## config.mk

```make
export PLATFORM = sky130hd
export DESIGN_NAME = oled_spi_master
export DESIGN_NICKNAME = d
export VERILOG_FILES = /design/src/rtl/oled_pkg.sv /design/src/rtl/oled_spi_tick.sv /design/src/rtl/oled_spi_master.sv
export SDC_FILE = /design/constraint.sdc
export NUM_CORES = 1
export LEC_CHECK = 0
export BUFFER_PORTS_ARGS = -buffer_cell sky130_fd_sc_hd__buf_4
export CAP_MARGIN = 15
export CORE_UTILIZATION = 35
export DETAILED_ROUTE_END_ITERATION = 6
export MAX_ROUTING_LAYER = met4
export SLEW_MARGIN = 20
export SYNTH_ARGS = -nofsm -noshare
export SYNTH_HDL_FRONTEND = slang
export SYNTH_SLANG_ARGS = --single-unit
```

## constraint.sdc

```tcl
create_clock -name sclk -period 1.9 [get_ports sclk]
set_input_delay 0.285 -clock sclk [delete_from_list [all_inputs] [get_ports sclk]]
set_output_delay 0.285 -clock sclk [all_outputs]
set_load 0.05 [all_outputs]
```

## src/rtl/oled_pkg.sv

```systemverilog
// Shared types and constants for the OLED SPI write master.
package oled_pkg;

    typedef enum logic [2:0] {
        IDLE,
        SHIFT,
        NEXT,
        HOLD,
        GAP
    } oled_spi_state_t;

    localparam logic OLED_DC_CMD  = 1'b0;
    localparam logic OLED_DC_DATA = 1'b1;

endpackage

```

## src/rtl/oled_spi_tick.sv

```systemverilog
// Divider for the serial clock: strobes phase_done once every CLK_DIV enabled cycles.
module oled_spi_tick #(
    parameter int CLK_DIV = 2
) (
    input  logic sclk,
    input  logic rst_n,
    input  logic restart,
    input  logic enable,
    output logic phase_done
);

    localparam int CW = $clog2(CLK_DIV + 1);

    logic [CW-1:0] cnt;

    assign phase_done = enable && (cnt == CW'(CLK_DIV - 1));

    always_ff @(posedge sclk or negedge rst_n) begin
        if (!rst_n) begin
            cnt <= '0;
        end else if (restart || phase_done) begin
            cnt <= '0;
        end else if (enable) begin
            cnt <= cnt + CW'(1);
        end
    end

endmodule

```

## src/rtl/oled_spi_master.sv

```systemverilog
// SPI mode-0 write master for the RGB OLED panel: valid/ready word stream in,
// CS/SCLK/MOSI/DC out, with chip select held low across multi-word bursts.
module oled_spi_master
    import oled_pkg::*;
#(
    parameter int DATA_WIDTH = 8,
    parameter int CLK_DIV    = 2,
    parameter int MSB_FIRST  = 1,
    parameter int CS_GAP     = 2
) (
    input  logic                  sclk,
    input  logic                  rst_n,
    input  logic [DATA_WIDTH-1:0] sdata,
    input  logic                  sdata_dc,
    input  logic                  sdata_last,
    input  logic                  sdata_valid,
    output logic                  ready,
    output logic                  spi_clk,
    output logic                  mosi,
    output logic                  dc,
    output logic                  cs,
    output logic                  busy
);

    localparam int BW = $clog2(DATA_WIDTH);
    localparam int GW = $clog2(CS_GAP + 1);

    oled_spi_state_t       state;
    logic [DATA_WIDTH-1:0] shreg;
    logic [BW-1:0]         bit_cnt;
    logic [GW-1:0]         gap_cnt;
    logic                  last;
    logic                  dc_q;
    logic                  start;
    logic                  accept;
    logic                  tick_en;
    logic                  phase_done;
    logic                  first_bit;
    logic                  next_bit;
    logic [DATA_WIDTH-1:0] shreg_shifted;

    assign accept        = sdata_valid && ready;
    assign tick_en       = ((state == SHIFT) && !start) || (state == HOLD);
    assign first_bit     = (MSB_FIRST != 0) ? shreg[DATA_WIDTH-1] : shreg[0];
    assign next_bit      = (MSB_FIRST != 0) ? shreg[DATA_WIDTH-2] : shreg[1];
    assign shreg_shifted = (MSB_FIRST != 0) ? {shreg[DATA_WIDTH-2:0], 1'b0}
                                            : {1'b0, shreg[DATA_WIDTH-1:1]};

    oled_spi_tick #(
        .CLK_DIV(CLK_DIV)
    ) u_tick (
        .sclk      (sclk),
        .rst_n     (rst_n),
        .restart   (start),
        .enable    (tick_en),
        .phase_done(phase_done)
    );

    // NOTE: every register here is assigned with <= so all updates in one edge
    // see the pre-edge values; blocking assignments would create ordering races.
    always_ff @(posedge sclk or negedge rst_n) begin
        if (!rst_n) begin
            state   <= IDLE;
            ready   <= 1'b0;
            cs      <= 1'b1;
            spi_clk <= 1'b0;
            mosi    <= 1'b0;
            dc      <= OLED_DC_CMD;
            busy    <= 1'b0;
            shreg   <= '0;
            bit_cnt <= '0;
            gap_cnt <= '0;
            last    <= 1'b0;
            dc_q    <= OLED_DC_CMD;
            start   <= 1'b0;
        end else begin
            case (state)
                IDLE, NEXT: begin
                    ready <= 1'b1;
                    if (accept) begin
                        state   <= SHIFT;
                        ready   <= 1'b0;
                        busy    <= 1'b1;
                        start   <= 1'b1;
                        shreg   <= sdata;
                        dc_q    <= sdata_dc;
                        last    <= sdata_last;
                        bit_cnt <= '0;
                    end
                end
                SHIFT: begin
                    // The cycle after accept drives the pins; the divider starts from it.
                    if (start) begin
                        start   <= 1'b0;
                        cs      <= 1'b0;
                        dc      <= dc_q;
                        spi_clk <= 1'b0;
                        mosi    <= first_bit;
                    end else if (phase_done) begin
                        if (!spi_clk) begin
                            spi_clk <= 1'b1;
                        end else begin
                            spi_clk <= 1'b0;
                            if (bit_cnt == BW'(DATA_WIDTH - 1)) begin
                                state <= last ? HOLD : NEXT;
                                ready <= !last;
                            end else begin
                                bit_cnt <= bit_cnt + BW'(1);
                                shreg   <= shreg_shifted;
                                mosi    <= next_bit;
                            end
                        end
                    end
                end
                HOLD: begin
                    if (phase_done) begin
                        state   <= GAP;
                        cs      <= 1'b1;
                        gap_cnt <= '0;
                    end
                end
                GAP: begin
                    if (gap_cnt == GW'(CS_GAP - 1)) begin
                        state <= IDLE;
                        ready <= 1'b1;
                        busy  <= 1'b0;
                    end else begin
                        gap_cnt <= gap_cnt + GW'(1);
                    end
                end
                default: state <= IDLE;
            endcase
        end
    end

endmodule

```

==> flow_summary.toml, run 1 <==
[outcome]
status = "finished clean"

[critical_path]
arrival_ps = 2060
cpMaxStageDelayCell = "dfrtp_1"
worst_setup_path_start_kind = "register"
end_kind = "register"
cp_max_fo = 11
crit_buf_inv = 2
cpPeakStageDelay_ps = 400
cp.required_ps = 2060
crit_chain = "ha_2, ha_4, or3b_4, a221oi_4, buf_4, buf_16, a31oi_1"
crit_type = "register to register"
critPathTopFamily = "flip-flops"

[sta]
finalHoldViolCount = 0
rsz0062_at_grt = "true"
hold_ws_ps = 241
report.final.slew_viol_count = 0
period_minus_slack_ps = 1900
tightest_slew_ps = 387
setup_ws_ps = 2.69
final-setup-viol-count = 0
max-slew-margin-rel = 0.741
finalCritPeriodShare = 0.999
skew_ps = 1.39
fmax_mhz = 527

[logic_synthesis]
ys_ff_latch = 27
yosys.area.top_type = "dfrtp_1"
syn-num-nets = 161
synth_top_area_share = 0.477
yosys-top-cells-area = "dfrtp_1, nand2_1, a31oi_1"
synth_cell_type_count = 32
ys_warn_count = 0
synth_sequential_area_ratio = 0.496
synthCells = 144
netlist_area_um2 = 1370
syn_area_per_cell_um2 = 9.48

[cts]
cts-root-buf = "clkbuf_8"
cts_buffer_depth = 2
cts_tree = "yes"
cts_num_sinks = 27
numCtsBuffers = 3
worstSkewPairLatency_ps = 270
htreeDepth = 1
path_clk_slew_ps = 90

[drt]
postRouteAntennaNets = 0
drtIter0Drc = 47
wire_per_inst_um = 13.5
wl_mm = 2.99
via_per_inst = 5.18
dr_total_vias = 1151
dr.pass1.iters = 4
drc_errors = 0

[flow_run]
maxCapViolations = 0

[layout]
fillCellCount = 362
fin_util = 0.473
diodes = 0
stdcell_area_um2 = 1750
final_cell_mix = "buf_4, dfrtp_1, nand2_1"
area_growth_pct = 27.9
fin_nets = 192
final_common_cell = "buf_4"
drive_gt1_frac = 0.276
layout.cells.non_filler = 222

[place]
routabilityCongestion = 0.756
dp.final_hpwl_mm = 2.14
placed_cells_incl_taps = 214
portBuffers = 18
place_area_um2 = 1620
place_ws_ps = -16.1

[die]
initial_core_util = 0.370
coreArea_um2 = 3690
die_area_um2 = 4150
die_y_um = 64.5
row_count = 22
io_pins = 19
fp.dieW_um = 64.5

[global_routing]
grt_max_degree = 28
grt_antenna_before_repair = 0
track_usage = 0.170
grt_pass1_wl_mm = 5.35
grt_pass1_vias = 1172
gr-total-overflow = 0

[worst_hold_path]
worstHoldPathType = "input port to register"

[power]
p_per_area_nw_per_um2 = 1920
peakVddDrop_mv = 0.793
p_leak_nw = 0.776
## timing repair
item | 4_1_cts | 5_1_grt
endpoints found under the setup margin | 11 | 13
hold endpoints to repair | 26 | 0
gates resized for setup | 5 | 3
gates cloned | 1 | 0
buffers inserted | 2 | 1
hold buffers | 1 | 0
pin swaps | 1 | 2
## flip-flops by register name, indices dropped and copies added (netlist names)
register	flops
cs	1
shreg	8
mosi	1
u_tick.cnt	2
last	1
dc	1
gap_cnt	2
busy	1
bit_cnt	3
state	3
ready	1
dc_q	1
start	1
spi_clk	1
## final timing paths
path / start / to / slack, ps / cells after the start
min: sdata_last / last$_DFFE_PN0P_ / 240 / 2
min reg2reg: busy$_DFFE_PN0P_ / busy$_DFFE_PN0P_ / 490 / 1
min in group asynchronous: rst_n / busy$_DFFE_PN0P_ / 440 / 2
max reg2reg: bit_cnt[1]$_DFFE_PN0P_ / shreg[4]$_DFFE_PN0P_ / 3 / 7
max: bit_cnt[1]$_DFFE_PN0P_ / shreg[4]$_DFFE_PN0P_ / 3 / 7
max in group asynchronous: rst_n / cs$_DFFE_PN1P_ / 1160 / 2
## layout make-up
type	count	area [um^2]	area share
sequential	27	677	0.388
clock buffer	3	41.3	0.0237
clock inverter	1	5.00	0.00287
inverter	6	22.5	0.0129
tap	48	60.1	0.0344
multi-input combinational	103	658	0.377
timing repair buffer	34	282	0.161
## kinds of logic (layout without fill, tap and decap cells)
kind of cell               count (synthesis)  count (layout)  synth area share
DFF                                       27              27             0.496
AOI/OAI and AO/OA                         37              37             0.174
muxes                                      6               6            0.0486
and+or+nand+nor                           56              56             0.200
buffers and inverters                     14              44            0.0449
adders and majority gates                  4               4            0.0367
## cell usage after synthesis
library cell,number
dfrtp_1,26
a21oi_1,10
mux2i_1,1
a31oi_1,9
nor4b_2,1
a221oi_1,2
dfstp_2,1
nor3b_2,1
ha_1,4
o21ai_0,1
mux2_1,3
buf_2,4
nand3b_1,2
nand2b_1,3
clkbuf_1,3
mux2_2,2
nor2_1,15
nor4b_1,1
nand2_1,22
a31o_2,1
o21a_1,3
o2bb2ai_1,1
a21o_1,2
a221oi_2,1
buf_4,1
inv_1,6
nand3_1,3
o21ai_1,6
a22o_1,1
nor3_1,5
nor2b_1,1
or3b_1,2
## through the flow
step	TNS, ps	power, W
6_report	0	0.00334
5_1_grt	-909	0.00363
4_1_cts	-21.6	0.00342
3_5_place_dp	-72.8	0.00284
3_3_place_gp	0	0.00276
2_1_floorplan	0	0.00227
## power by group
group | internal [W] | switching [W]
clock network | 0.000147 | 0.000184
logic | 0.000896 | 0.00106
registers | 0.000838 | 0.000216
## routing by layer
metal,GRT usage,up-vias,wire length [um]
met1,0.203,559,1340
met5,-,-,0
met4,0.0361,0,27
met2,0.292,24,1530
li1,-,563,-
met3,0.0370,5,96
(Power assumes the default switching activity.)
==> run 2, diff against run 1 <==
--- a/config.mk
+++ b/config.mk
@@ -7,6 +7,7 @@
 export LEC_CHECK = 0
 export BUFFER_PORTS_ARGS = -buffer_cell sky130_fd_sc_hd__buf_4
 export CAP_MARGIN = 15
+export CORE_MARGIN = 10
 export CORE_UTILIZATION = 35
 export DETAILED_ROUTE_END_ITERATION = 6
 export MAX_ROUTING_LAYER = met4
==> run 2 against run 1 <==
The flow now finishes with violations (setup timing); non-clock buffer count is 2 higher; clock skew is 0.68 ps higher; worst hold slack hardly changed; via count is 1.9% lower; wire length is 4.8% higher; global-route usage is 6.4 points lower; register-to-register slack hardly changed; final cell count is 0.90% higher; critical path type unchanged; die area is 64% higher.
==> flow_summary.toml, run 2 (synthesis gave the netlist of run 1 again) <==
[drt]
wire_per_inst_um = 14.0
via_per_inst = 5.04
drtIter0Drc = 82
drc_errors = 0
dr.pass1.iters = 4
postRouteAntennaNets = 0
met2_length_mm = 1.52
wl_mm = 3.13
dr.max_layer_used = "met4"
dr_total_vias = 1129
wl_met3_um = 122
route.layer.met1.wl_mm = 1.43

[outcome]
status = "finished, violations left"
violations = "setup timing"

[sta]
setup_ws_ps = -1.11
skew_ps = 2.07
period_minus_slack_ps = 1900
hold_ws_ps = 241
final-setup-viol-count = 1
finalCritPeriodShare = 1.00
finalHoldViolCount = 0
max-slew-margin-rel = 0.761
fmax_mhz = 526
report.final.slew_viol_count = 0
tightest_slew_ps = 358
rsz0062_at_grt = "true"

[layout]
register_area_um2 = 677
area_growth_pct = 27.9
final_cell_mix = "buf_4, dfrtp_1, nand2_1"
final_common_cell = "buf_4"
top_register = "shreg"
drive_gt1_frac = 0.290
fillCellCount = 366
largest_reg_flops = 8
top_regs = "shreg: 8 flops, bit_cnt: 3 flops, state: 3 flops"
fin_nets = 194
multi_input_area_um2 = 666
diodes = 0

[die]
io_pins = 19
die_y_um = 82.5
die_area_um2 = 6800
fp.dieW_um = 82.5
initial_core_util = 0.367
coreArea_um2 = 3720
row_count = 22

[critical_path]
cpMaxStageDelayCell = "dfrtp_1"
cp_max_fo = 6
cp.required_ps = 2100
worst_setup_path_start_kind = "register"
r2r_setup_slack_ps = -1
rr_startpoint = "bit_cnt[0]$_DFFE_PN0P_"
end_kind = "register"
crit_start = "bit_cnt[0]$_DFFE_PN0P_"
crit_chain = "ha_2, ha_4, or3b_4, a221oi_4, buf_6, nor2_1, a31oi_1"
cpPeakStageDelay_ps = 400
arrival_ps = 2100
crit_type = "register to register"

[place]
portBuffers = 18
routabilityCongestion = 0.783
dp.final_hpwl_mm = 2.24

[global_routing]
grt_max_degree = 28
gr-total-overflow = 0
grt_pass1_vias = 1194
grt_antenna_before_repair = 0
track_usage = 0.106
grt_pass1_wl_mm = 5.36

[power]
p_leak_nw = 0.777
p_per_area_nw_per_um2 = 1880
p_total_w = 0.00329
peakVddDrop_mv = 0.633

[cts]
worstSkewPairLatency_ps = 270
path_clk_slew_ps = 90
numCtsBuffers = 3
cts_num_sinks = 27
cts_tree = "yes"
cts_buffer_depth = 2
htreeDepth = 1
cts-root-buf = "clkbuf_8"

[worst_hold_path]
worstHoldPathType = "input port to register"
hp-start = "sdata_dc"

[flow_run]
maxCapViolations = 0
## run 2: cell types whose count changed in the layout (fill, tap and decap cells not counted)
cell | before | now
buf_2 | 0 | 2
buf_16 | 1 | 0
buf_6 | 1 | 2
clkbuf_1 | 0 | 1
clkinv_2 | 1 | 0
nand3_1 | 3 | 2
nand3_2 | 0 | 1
nor2_1 | 14 | 13
nor2_2 | 1 | 2
## run 2: final timing paths
check,endpoint,depth (start not counted)
max,shreg[7]$_DFFE_PN0P_,7
min,dc_q$_DFFE_PN0P_,2
max reg2reg,shreg[7]$_DFFE_PN0P_,7
min reg2reg,dc$_DFFE_PN0P_,1
max in group asynchronous,cs$_DFFE_PN1P_,2
min in group asynchronous,spi_clk$_DFFE_PN0P_,2
## run 2: final cells by class
type | instances | area share
flip-flops and latches | 27 | 0.388
clock buffers | 4 | 0.0258
inverters | 6 | 0.0129
repair buffers | 36 | 0.158
well taps | 48 | 0.0344
multi-input cells | 103 | 0.381
## run 2: what timing repair did
item,in CTS,in global routing
hold buffers,1,0
buffers inserted,0,2
setup endpoints to repair,6,13
endpoints found under the hold margin,26,0
pin swaps,1,0
gates resized for setup,10,2
gates cloned,2,0
## run 2: report_power, final
group / internal [W] / total [W] / switching, W / leakage (nW)
Combinational: 0.000847 / 0.00191 / 0.00106 / 0.430
Clock: 0.000151 / 0.000329 / 0.000179 / 0.0228
Sequential: 0.000839 / 0.00105 / 0.000216 / 0.325
Total: 0.00184 / 0.00329 / 0.00145 / 0.777
## run 2: worst max-delay path: cells and delay by family (launching register included)
kind	cells	cell delay [ps]
compound gates	2	480
simple gates	2	420
flops	1	400
fa+ha+maj	2	360
buf+inv	1	170
## run 2: stage by stage
step	setup slack (ps)	utilization	area [um^2]	TNS [ps]	cells
2_1_floorplan	16.0	-	1370	0	144
3_3_place_gp	49.4	0.436	1620	0	215
3_5_place_dp	1.20	0.436	1620	0	215
4_1_cts	-7.76	0.464	1720	-15.1	222
5_1_grt	-128	0.470	1750	-1000	224
6_report	-1.11	0.470	1750	-1.11	224
## run 2: per-layer routing
| layer | vias up | global-route usage |
|---|---|---|
| li1 | 569 | - |
| met1 | 535 | 0.119 |
| met2 | 20 | 0.170 |
| met3 | 5 | 0.0270 |
| met4 | 0 | 0.0544 |
| met5 | - | - |
==> run 3, diff against run 2 <==
==> constraint.sdc (replaced) <==
create_clock -name sclk -period 2.2 [get_ports sclk]
set_input_delay 0.33 -clock sclk [delete_from_list [all_inputs] [get_ports sclk]]
set_output_delay 0.33 -clock sclk [all_outputs]
set_load 0.05 [all_outputs]
==> run 3 against run 2 <==
Largest power group unchanged; maximum frequency is 4.8% lower; register-to-register slack better by 200 ps; critical endpoint is now shreg[4]$_DFFE_PN0P_; first-iteration DRC count is 33% higher; critical path depth stayed put; the flow now finishes without violations; via count is 2.0% lower; die area stayed put; setup slack better by 200 ps; sequential share of layout area is 2.8 points higher.
==> flow_summary.toml, run 3 (synthesis gave the netlist of run 1 again) <==
[cts]
cts_buffer_depth = 2
cts-root-buf = "clkbuf_8"
numCtsBuffers = 3
post_cts_resized = 0
cts_num_sinks = 27
ctsHoldBuffers = 1
path_clk_slew_ps = 80
cts_tree = "yes"
worstSkewPairLatency_ps = 270
htreeDepth = 1
post_cts_buffers = 0

[global_routing]
grt_pass1_vias = 1118
grt_pass1_wl_mm = 5.08
gr-total-overflow = 0
grt_antenna_before_repair = 0
grt_max_degree = 28
track_usage = 0.0956

[sta]
skew_ps = 10.9
rsz0062_at_grt = "false"
fmax_mhz = 501
setup_tns_ps = 0
final-setup-viol-count = 0
tightest_slew_ps = 523
max-slew-margin-rel = 0.649
report.final.slew_viol_count = 0
finalCritPeriodShare = 0.908
period_minus_slack_ps = 2000
finalHoldViolCount = 0

[power]
p_per_area_nw_per_um2 = 1620
switching_power_w = 0.00117
power.internal_w = 0.00146
peakVddDrop_mv = 0.556
p_clk_frac = 0.107
seqPwrFrac = 0.360
p_leak_nw = 0.714
switching_share = 0.445
comb_power_share = 0.533

[critical_path]
crit_type = "register to register"
end_kind = "register"
cp_max_fo = 22
cpMaxStageDelayCell = "dfrtp_1"
arrival_ps = 2180
crit_top_cell = "ha_1"
crit_chain = "ha_1, ha_1, or3b_1, a221oi_2, buf_12, nor2_1, a31oi_1"
cpPeakStageDelay_ps = 400
cp.required_ps = 2390
worst_setup_path_start_kind = "register"

[place]
portBuffers = 18
routabilityCongestion = 0.716
dp.final_hpwl_mm = 2.06
place_area_um2 = 1570

[drt]
via_per_inst = 5.22
wl_mm = 2.83
wire_per_inst_um = 13.3
drc_errors = 0
dr_total_vias = 1106
postRouteAntennaNets = 0
drtIter0Drc = 109
dr.pass1.iters = 4

[die]
die_area_um2 = 6800
initial_core_util = 0.367
die_y_um = 82.5
coreArea_um2 = 3720
row_count = 22
io_pins = 19
fp.dieW_um = 82.5

[layout]
final_common_cell = "dfrtp_1"
top_regs = "shreg: 8 flops, bit_cnt: 3 flops, state: 3 flops"
largest_reg_flops = 8
stdcell_area_um2 = 1630
drive_gt1_frac = 0.201
final_cell_mix = "dfrtp_1, nand2_1, buf_4"
fin_nets = 182
top_register = "shreg"
diodes = 0
area_growth_pct = 19.2

[flow_run]
maxCapViolations = 0

[outcome]
status = "finished clean"

[worst_hold_path]
worstHoldPathType = "input port to register"
run 3: cell types whose count changed in the layout (fill, tap and decap cells not counted), moves of 2 or more:
cell and delta:
buf_4 -9, buf_2 -2, buf_6 -2, ha_1 +2, nor2_1 +2, nor2_2 -2
run 3: power by group through the flow:
stage	combinational (W)	clock, W	sequential (W)
final	0.00140	0.000281	0.000947
after global routing	0.00157	0.000313	0.000985
after CTS	0.00142	0.000287	0.000948
after detailed placement	0.00142	0	0.000957
after global placement	0.00138	0	0.000942
after floorplan	0.000920	0	0.00104
run 3: area by class of cell:
type	instances	area [um^2]
fillers	372	2090
flip-flops and latches	27	677
multi-input cells	103	627
repair buffers	24	195
well taps	48	60.1
clock buffers	4	45.0
inverters	6	22.5
run 3: through the flow:
stage	hold slack (ps)	util	power, W	worst slack [ps]	instances
after global placement	261	0.423	0.00232	275	207
after global routing	282	0.438	0.00287	77.9	212
after detailed placement	262	0.423	0.00237	198	207
final	295	0.438	0.00263	203	212
after CTS	295	0.438	0.00265	162	212
after floorplan	34.4	-	0.00196	316	144
run 3: layer usage:
metal,GRT usage,vias up,part of all wire,wire (um)
met5,-,-,0,0
met4,0.0153,0,0.0035,10
met3,0.0346,2,0.052,148
met2,0.139,26,0.45,1280
met1,0.126,535,0.49,1390
li1,-,543,-,-
run 3: critical path: cells and delay by family (launching register included):
kind	cells	cell delay, ps
AOI/OAI and AO/OA	2	470
adders and majority gates	2	430
and+or+nand+nor	2	420
DFF	1	400
buffers and inverters	1	190
run 3: final timing paths:
| path | start | end | slack, ps | cells after the start |
|---|---|---|---|---|
| min in group asynchronous | rst_n | gap_cnt[1]$_DFFE_PN0P_ | 490 | 2 |
| max in group asynchronous | rst_n | cs$_DFFE_PN1P_ | 1420 | 2 |
| worst min register to register | dc_q$_DFFE_PN0P_ | dc$_DFFE_PN0P_ | 480 | 1 |
| worst max register to register | bit_cnt[0]$_DFFE_PN0P_ | shreg[4]$_DFFE_PN0P_ | 200 | 7 |
| worst max-delay path | bit_cnt[0]$_DFFE_PN0P_ | shreg[4]$_DFFE_PN0P_ | 200 | 7 |
| worst min-delay path | sdata[0] | shreg[0]$_DFFE_PN0P_ | 300 | 3 |
